**src/rtl/matchk_mac.sv**
```systemverilog
// Registered DW-bit multiply-accumulate; product and sum wrap at DW bits.
// Latency: acc updates on the clock edge after en/clr is sampled.
// Backpressure: none; clr has priority over en.
module matchk_mac #(
  parameter int DW = 32
) (
  input  logic          clk,
  input  logic          rst_n,
  input  logic          clr,
  input  logic          en,
  input  logic [DW-1:0] a,
  input  logic [DW-1:0] b,
  output logic [DW-1:0] acc
);

  // Low DW bits of the product are identical for signed and unsigned operands
  logic [DW-1:0] prod;
  assign prod = a * b;

  // Accumulator: clear wins over accumulate
  always_ff @(posedge clk or negedge rst_n) begin
    if (!rst_n) begin
      acc <= '0;
    end else if (clr) begin
      acc <= '0;
    end else if (en) begin
      acc <= acc + prod;
    end
  end

endmodule

```
**config.mk**
```make
export PLATFORM = sky130hd
export DESIGN_NAME = matchk_mac
export DESIGN_NICKNAME = d
export VERILOG_FILES = /design/src/rtl/matchk_mac.sv
export SDC_FILE = /design/constraint.sdc
export NUM_CORES = 1
export LEC_CHECK = 0
export CAP_MARGIN = 10
export CORE_UTILIZATION = 60
export CTS_BUF_LIST = sky130_fd_sc_hd__clkbuf_4 sky130_fd_sc_hd__clkbuf_8
export DETAILED_ROUTE_END_ITERATION = 7
export DONT_BUFFER_PORTS = 1
export PLACE_DENSITY_LB_ADDON = 0.1
export SLEW_MARGIN = 30
export SYNTH_ARGS = -nofsm -noshare
export SYNTH_HDL_FRONTEND = slang
export SYNTH_SLANG_ARGS = --single-unit
```
**constraint.sdc**
```tcl
create_clock -name clk -period 6.1 [get_ports clk]
set_input_delay 0.61 -clock clk [delete_from_list [all_inputs] [get_ports clk]]
set_output_delay 0.61 -clock clk [all_outputs]
set_load 0.01 [all_outputs]
```
=== Word level (Yosys, flattened, before mapping) ===
Index checks and enable logic that the tools add are counted.

* Register bits after elaboration: 32
* Bits in latches: 0
* RAM bits: 0
* ROM bits: 0
* Input port bits: 68
* Output and inout bits: 32
* Logic and storage cells: 6
* Memories: 0

* Add/sub/neg operators: 1
* Multiply operators: 1
* Div/mod/pow operators: 0
* $lt $le $gt $ge: 0
* Eq/ne operators: 0
* Shift-type cells: 0
* Muxes and demuxes: 2
* Bitwise logic cells: 0
* Reduce and logical (&&, ||, !) cells: 1

{| class="wikitable"
|+ Operator list
! operator !! count
|-
| 2-to-1 mux 32 bit || 2
|-
| adder 32 bit || 1
|-
| multiplier 32 x 32 -> 32 bit || 1
|-
| nonzero test 2 bit || 1
|}

=== Depth between registers and ports, before layout ===
Gate-level depths: netlist (run 1).

* Word-level depth: 4
* Gate-level depth with buffers: 28
* Gate-level depth less buffers: 26

=== Least setup slack after synthesis (run 1) ===
No wires, ideal clock.

* Path kind: input-to-reg
* From: input port a[12]
* To: register acc[30]
* Arrival time: 7.183 ns
* Path slack: -1.152 ns
* Cell stages on the path: 25
* Path through: clkbuf_1 clkbuf_1 and2_1 fa_1 fa_1 fa_1 inv_1 fa_1 inv_1 fa_1 inv_1 fa_1 inv_1 fa_1 inv_1 fa_1 inv_1 ha_1 and4_1 a21o_1 a21o_1 o31ai_1 o31ai_1 or4_1 nand3_1

* Longest elaborated chain between the ends: 4

{| class="wikitable"
|+ RTL lines
! what !! line !! source
|-
| start, declared || 11 || <nowiki>input logic [DW-1:0] a,</nowiki>
|-
| multiplier 32 x 32 -> 32 bit || 18 || <nowiki>assign prod = a * b;</nowiki>
|-
| adder 32 bit || 27 || <nowiki>acc <= acc + prod;</nowiki>
|-
| 2-to-1 mux 32 bit || 26 || <nowiki>end else if (en) begin</nowiki>
|-
| 2-to-1 mux 32 bit || 24 || <nowiki>end else if (clr) begin</nowiki>
|-
| end signal, assigned || 27 ||
|-
| end, declared || 13 || <nowiki>output logic [DW-1:0] acc</nowiki>
|}

Every way passes these cells. The select of a mux whose other input is x is not followed.
A chain may end at the register's enable or synchronous reset.

=== Final worst setup path (run 1) ===
* From: input port a[17]
* To: register acc[30]

The elaborated chain is that of the path after synthesis.

==> qor.yml, run 1 <==
layout:
  num-fill-cells: 2523
  fin_nets: 2641
  top_register: "acc"
  postLayoutCellArea_mm2: 0.01958
  area_growth_pct: 8.217
  layout_common_cells: "inv_1 (482), fa_1 (432), and2_1 (309), nand2_1 (233), ha_1 (106)"
  mostFrequentLayoutCell: "inv_1"
  utilization_pct: 66.05
  drive_gt1_share_pct: 9.891
  top_regs: "acc x32"
  largest_reg_flops: 32
  final_cells: 2402
  antenna_cells: 0
drt:
  first_pass_iters: 5
  wl_per_cell_um: 19.86
  drt-initial-drc-count: 843
  route.detailed.drc: 0
  wirelength_um: 47700
  vias: 13030
  vias_per_cell: 5.425
  drt.antenna.violating_nets: 0
grt:
  track_usage_pct: 32.97
  overflow: 0
  first_global_vias: 13960
  antenna_found_initial: 2
  busiest_layer: "met2"
  use_met3_pct: 6.840
  grt_pass1_wl_um: 77600
  grtUsageMet1_pct: 48.51
  grt_max_degree: 38
  met2_usage_pct: 51.07
place:
  place_inst: 2382
  io_buffers: 0
  hpwlAfterDp_um: 38410
  routabilityCongestion: 0.9371
  place_area_mm2: 0.01902
floorplan:
  fp.dieH_um: 175.6
  rows: 63
  dieArea_mm2: 0.03085
  core_region_area_mm2: 0.02964
  dieWidth_um: 175.6
  start_util_pct: 61.03
  io_pins: 100
clocking:
  cts_tree: "built"
  clock_sinks: 32
  clk_latency_ns: 0.30
  clock-root-buffer: "clkbuf_8"
  cts_buffers: 5
  clk_pin_slew_ns: 0.09
  htreeDepth: 2
  cts_buffer_depth: 2
yosys:
  async_flop_share_pct: 100.0
  ys_ff_latch: 32
  synth_nets: 2633
  ys_types: 49
  syn_inst: 2003
  synth_area_per_cell_um2: 9.031
  yosysSeqAreaShare_pct: 4.427
  synth_edf_count: 0
  synth_area_mm2: 0.01809
  ys_warn_count: 0
  ys.flop_type: "dfrtp_1"
sta:
  slew_headroom_pct: 45.84
  fmax_mhz: 150.0
  rsz0062_at_grt: "true"
  setup_viol: 12
  finalMaxSlewViolations: 0
  hold_viol: 0
  fin_crit_sh_pct: 109.3
  timing.final.ws_setup_ns: -0.5657
  min_period_ns: 6.666
  skew_ns: 0.01010
  tightest_slew_ns: 0.8074
setup_path:
  crit_start: "a[17]"
  r2r-end: "acc[30]"
  reg2regPathDepth: 22
  cp_max_fo: 15
  reg2reg_slack_ns: -0.55
  endpoint_kind: "flip-flop"
  crit_type: "in2reg"
  required_ns: 6.34
  r2r-start: "acc[18]"
  crit_path_start_kind: "input pin"
  arrival_ns: 6.91
status:
  violations: "negative setup slack"
  status: "complete, but fails checks"
flow_run:
  max_cap_viol_count: 0
hold_path:
  hold_path_class: "in2async"
==> cell type report <==
| type | count | area [um^2] | share of cell area [%] |
|---|---|---|---|
| Multi-Input combinational cell | 1376 | 15530 | 79.32 |
| Clock inverter | 3 | 42.54 | 0.2173 |
| Sequential cell | 32 | 802.0 | 4.097 |
| Timing Repair Buffer | 99 | 782.0 | 3.995 |
| Clock buffer | 5 | 68.82 | 0.3516 |
| Tap cell | 390 | 488.0 | 2.493 |
| Inverter | 497 | 1866 | 9.530 |
==> per-stage QoR <==
| stage | setup slack [ns] | hold WS, ns | setup TNS, ns |
|---|---|---|---|
| final | -0.5657 | 0.1372 | -3.951 |
| after global routing | -0.7050 | 0.1399 | -5.826 |
| after detailed placement | -0.8880 | 0.3154 | -8.783 |
| after global placement | -0.8148 | 0.3154 | -8.262 |
| after CTS | -0.5191 | 0.1313 | -3.218 |
| after floorplan | -0.8036 | 0.3144 | -5.284 |
==> worst max-delay path by stage <==
stage / end / slack (ns) / cells after the start
floorplan: acc[31] / -0.80 / 27
global placement: acc[31] / -0.81 / 22
detailed placement: acc[31] / -0.89 / 22
CTS: acc[30] / -0.52 / 22
global route: acc[30] / -0.70 / 23
finish: acc[30] / -0.57 / 23
==> layer usage <==
layer | vias up | part of all wire, %
li1 | 5766 | -
met1 | 6750 | 43
met2 | 465 | 46
met3 | 51 | 8.7
met4 | 0 | 1.9
met5 | - | 0
==> timing repair <==
item                                    4_1_cts  5_1_grt
endpoints found under the setup margin       13       17
endpoints found under the hold margin        32        0
hold buffers                                  1        0
resized for setup                            23       50
buffers inserted                              5        7
pin swaps                                    26       39
==> cell usage after synthesis (2+ instances only) <==
cell type / number / area [um^2]
o31ai_1: 2 / 15.01
nor2_1: 32 / 120.1
a311o_1: 2 / 20.02
o21a_1: 10 / 75.07
nor2b_1: 3 / 18.77
a21o_1: 10 / 75.07
o21bai_1: 2 / 15.01
o21ai_0: 14 / 70.07
mux2i_1: 13 / 130.1
nor3b_1: 2 / 15.01
buf_2: 6 / 30.03
xor2_1: 15 / 131.4
xnor2_2: 3 / 48.80
a211oi_1: 5 / 37.54
o21ai_1: 2 / 10.01
xnor2_1: 56 / 490.5
a31oi_1: 4 / 25.02
o22ai_1: 2 / 12.51
inv_1: 496 / 1862
buf_1: 3 / 11.26
dfrtp_1: 32 / 800.8
nor3_1: 12 / 60.06
or3_1: 3 / 18.77
nand4_1: 3 / 18.77
and2_1: 318 / 1989
nand3_1: 11 / 55.05
a211o_1: 3 / 26.28
fa_1: 438 / 8768
nand3b_1: 4 / 30.03
o211ai_1: 2 / 15.01
nand2b_1: 3 / 18.77
a21oi_1: 27 / 135.1
nand2_1: 236 / 885.9
ha_1: 124 / 1551
clkbuf_1: 89 / 334.1
nor4b_1: 3 / 26.28
==> worst max-delay path, stage by stage <==
cell	delay (ns)
and2_4	0.14
fa_1	0.58
fa_2	0.44
fa_1	0.51
inv_2	0.04
fa_1	0.52
inv_1	0.05
fa_1	0.51
inv_2	0.04
fa_1	0.53
inv_1	0.05
fa_1	0.50
inv_2	0.05
fa_1	0.51
inv_2	0.06
ha_4	0.24
and4_1	0.21
a21o_1	0.18
a21o_1	0.19
o31ai_4	0.28
o31ai_2	0.10
or4_1	0.47
nand3_1	0.08
==> cells by family after synthesis <==
family | Yosys count | share of synthesized area, %
simple gates | 633 | 18.13
buf+inv | 595 | 12.39
fa+ha+maj | 562 | 57.05
compound gates | 93 | 3.452
xor+xnor | 75 | 3.832
flops | 32 | 4.427
mux | 13 | 0.7193
Power of run 1 is not shown: default switching activity piles up to over one toggle a cycle in this logic, so the estimate is an artifact.
==> run 2: changes to the inputs <==
--- a/config.mk
+++ b/config.mk
@@ -10,6 +10,7 @@
 export CTS_BUF_LIST = sky130_fd_sc_hd__clkbuf_4 sky130_fd_sc_hd__clkbuf_8
 export DETAILED_ROUTE_END_ITERATION = 7
 export DONT_BUFFER_PORTS = 1
+export GPL_TIMING_DRIVEN = 0
 export PLACE_DENSITY_LB_ADDON = 0.1
 export SLEW_MARGIN = 30
 export SYNTH_ARGS = -nofsm -noshare
==> run 2 against run 1 <==
- the flow still finishes with violations (negative setup slack)
- first-iteration DRC count grew 15%
- die area stayed put
- critical path type unchanged
- clock skew is 0.00094 ns lower
==> qor.yml, run 2 (synthesis gave the netlist of run 1 again) <==
layout:
  fin_nets: 2689
  num-fill-cells: 2434
  utilization_pct: 68.30
  area_growth_pct: 11.92
  mostFrequentLayoutCell: "inv_1"
  drive_gt1_share_pct: 13.20
  layout_common_cells: "inv_1 (470), fa_1 (421), and2_1 (305), nand2_1 (231), ha_1 (101)"
  postLayoutCellArea_mm2: 0.02024
  top_register: "acc"
  top_regs: "acc x32"
  largest_reg_flops: 32
place:
  routabilityCongestion: 0.9651
  hpwlAfterDp_um: 47510
  place_area_mm2: 0.01892
  io_buffers: 0
floorplan:
  dieArea_mm2: 0.03085
  core_region_area_mm2: 0.02964
  io_pins: 100
  rows: 63
  fp.dieH_um: 175.6
  start_util_pct: 61.03
  dieWidth_um: 175.6
grt:
  overflow: 0
  grt_pass1_wl_um: 86970
  track_usage_pct: 39.15
  antenna_found_initial: 1
  first_global_vias: 14580
  grt_max_degree: 25
sta:
  skew_ns: 0.009158
  fin_setup_tns_ns: -10.21
  rsz0062_at_grt: "true"
  tightest_slew_ns: 0.8930
  setup_viol: 18
  hold_viol: 0
  fin_crit_sh_pct: 115.3
  fmax_mhz: 142.2
  holdWs_ns: 0.1078
  timing.final.ws_setup_ns: -0.9310
  min_period_ns: 7.031
  slew_headroom_pct: 40.47
  finalMaxSlewViolations: 0
drt:
  wl_per_cell_um: 23.60
  vias_per_cell: 5.659
  drt-initial-drc-count: 973
  drt.antenna.violating_nets: 0
  route.detailed.drc: 0
  vias: 13880
  wirelength_um: 57880
  first_pass_iters: 5
clocking:
  cts_buffers: 5
  clock_sinks: 32
  cts_buffer_depth: 2
  clock-root-buffer: "clkbuf_8"
  clk_pin_slew_ns: 0.09
  cts_tree: "built"
  clk_latency_ns: 0.31
  htreeDepth: 2
setup_path:
  arrival_ns: 7.25
  endpoint_kind: "flip-flop"
  cp_max_fo: 8
  crit_path_top_delay_cell: "fa_2"
  cpMostUsedCell: "fa_1"
  crit_path_start_kind: "input pin"
  slowest_delay_ns: 0.56
  required_ns: 6.32
  crit_type: "in2reg"
status:
  status: "complete, but fails checks"
  violations: "negative setup slack"
flow_run:
  max_cap_viol_count: 0
hold_path:
  hold_path_class: "in2async"
==> run 2: cell count changes in the layout (fill, tap and decap cells not counted), sizes merged <==
cell         previous run  this run
buf                    99        63
bufinv                  1         0
clkbuf                  5        88
clkinv                  2         4
clkinvlp                1         0
diode                   0         3
dlygate4sd3             0         1
==> run 2: final timing paths <==
path / to / depth (start not counted) / from / slack, ns
setup / recovery: acc[27] / 29 / b[4] / -0.93
hold reg to reg: acc[2] / 2 / acc[2] / 0.62
setup reg to reg: acc[27] / 25 / acc[22] / -0.82
min in group clk: acc[2] / 2 / acc[2] / 0.62
hold / removal: acc[9] / 1 / rst_n / 0.11
max in group asynchronous: acc[16] / 1 / rst_n / 5.15
==> run 2: metal layers <==
layer | track usage, % | up-vias | wire length, um
met5 | 0 | - | 0
met4 | 19.09 | 0 | 3399
met2 | 58.33 | 716 | 25450
li1 | - | 5873 | -
met1 | 52.66 | 7151 | 22600
met3 | 11.26 | 142 | 6438
==> run 2: layout make-up <==
cell class	instances	area [um^2]	area share, %
repair buffers	52	476.7	2.355
clock inverters	3	18.77	0.09271
plain buffers	95	800.8	3.956
well taps	390	488.0	2.410
multi-input cells	1376	15720	77.64
clock buffers	5	68.82	0.3399
flip-flops and latches	32	800.8	3.956
inverters	497	1866	9.215
diodes	3	7.507	0.03708
==> run 2: timing repair <==
item	in CTS	in global routing
setup buffers	31	19
pin swaps	54	47
hold endpoints to repair	24	8
gates resized for setup	171	57
setup endpoints to repair	22	20
hold buffers	1	1
==> run 2: worst max-delay path: cells and delay by family <==
kind	cells	cell delay, ns
compound gates	8	1.38
fa+ha+maj	9	4.15
buf+inv	11	0.96
simple gates	1	0.13
==> run 2: stage by stage <==
stage	std cells	worst slack [ns]
after floorplan	2003	-0.8036
after global placement	2393	-2.115
after detailed placement	2394	-2.145
after CTS	2432	-0.9018
after global routing	2450	-1.129
final	2453	-0.9310
Power of run 2 is left out for the same reason.
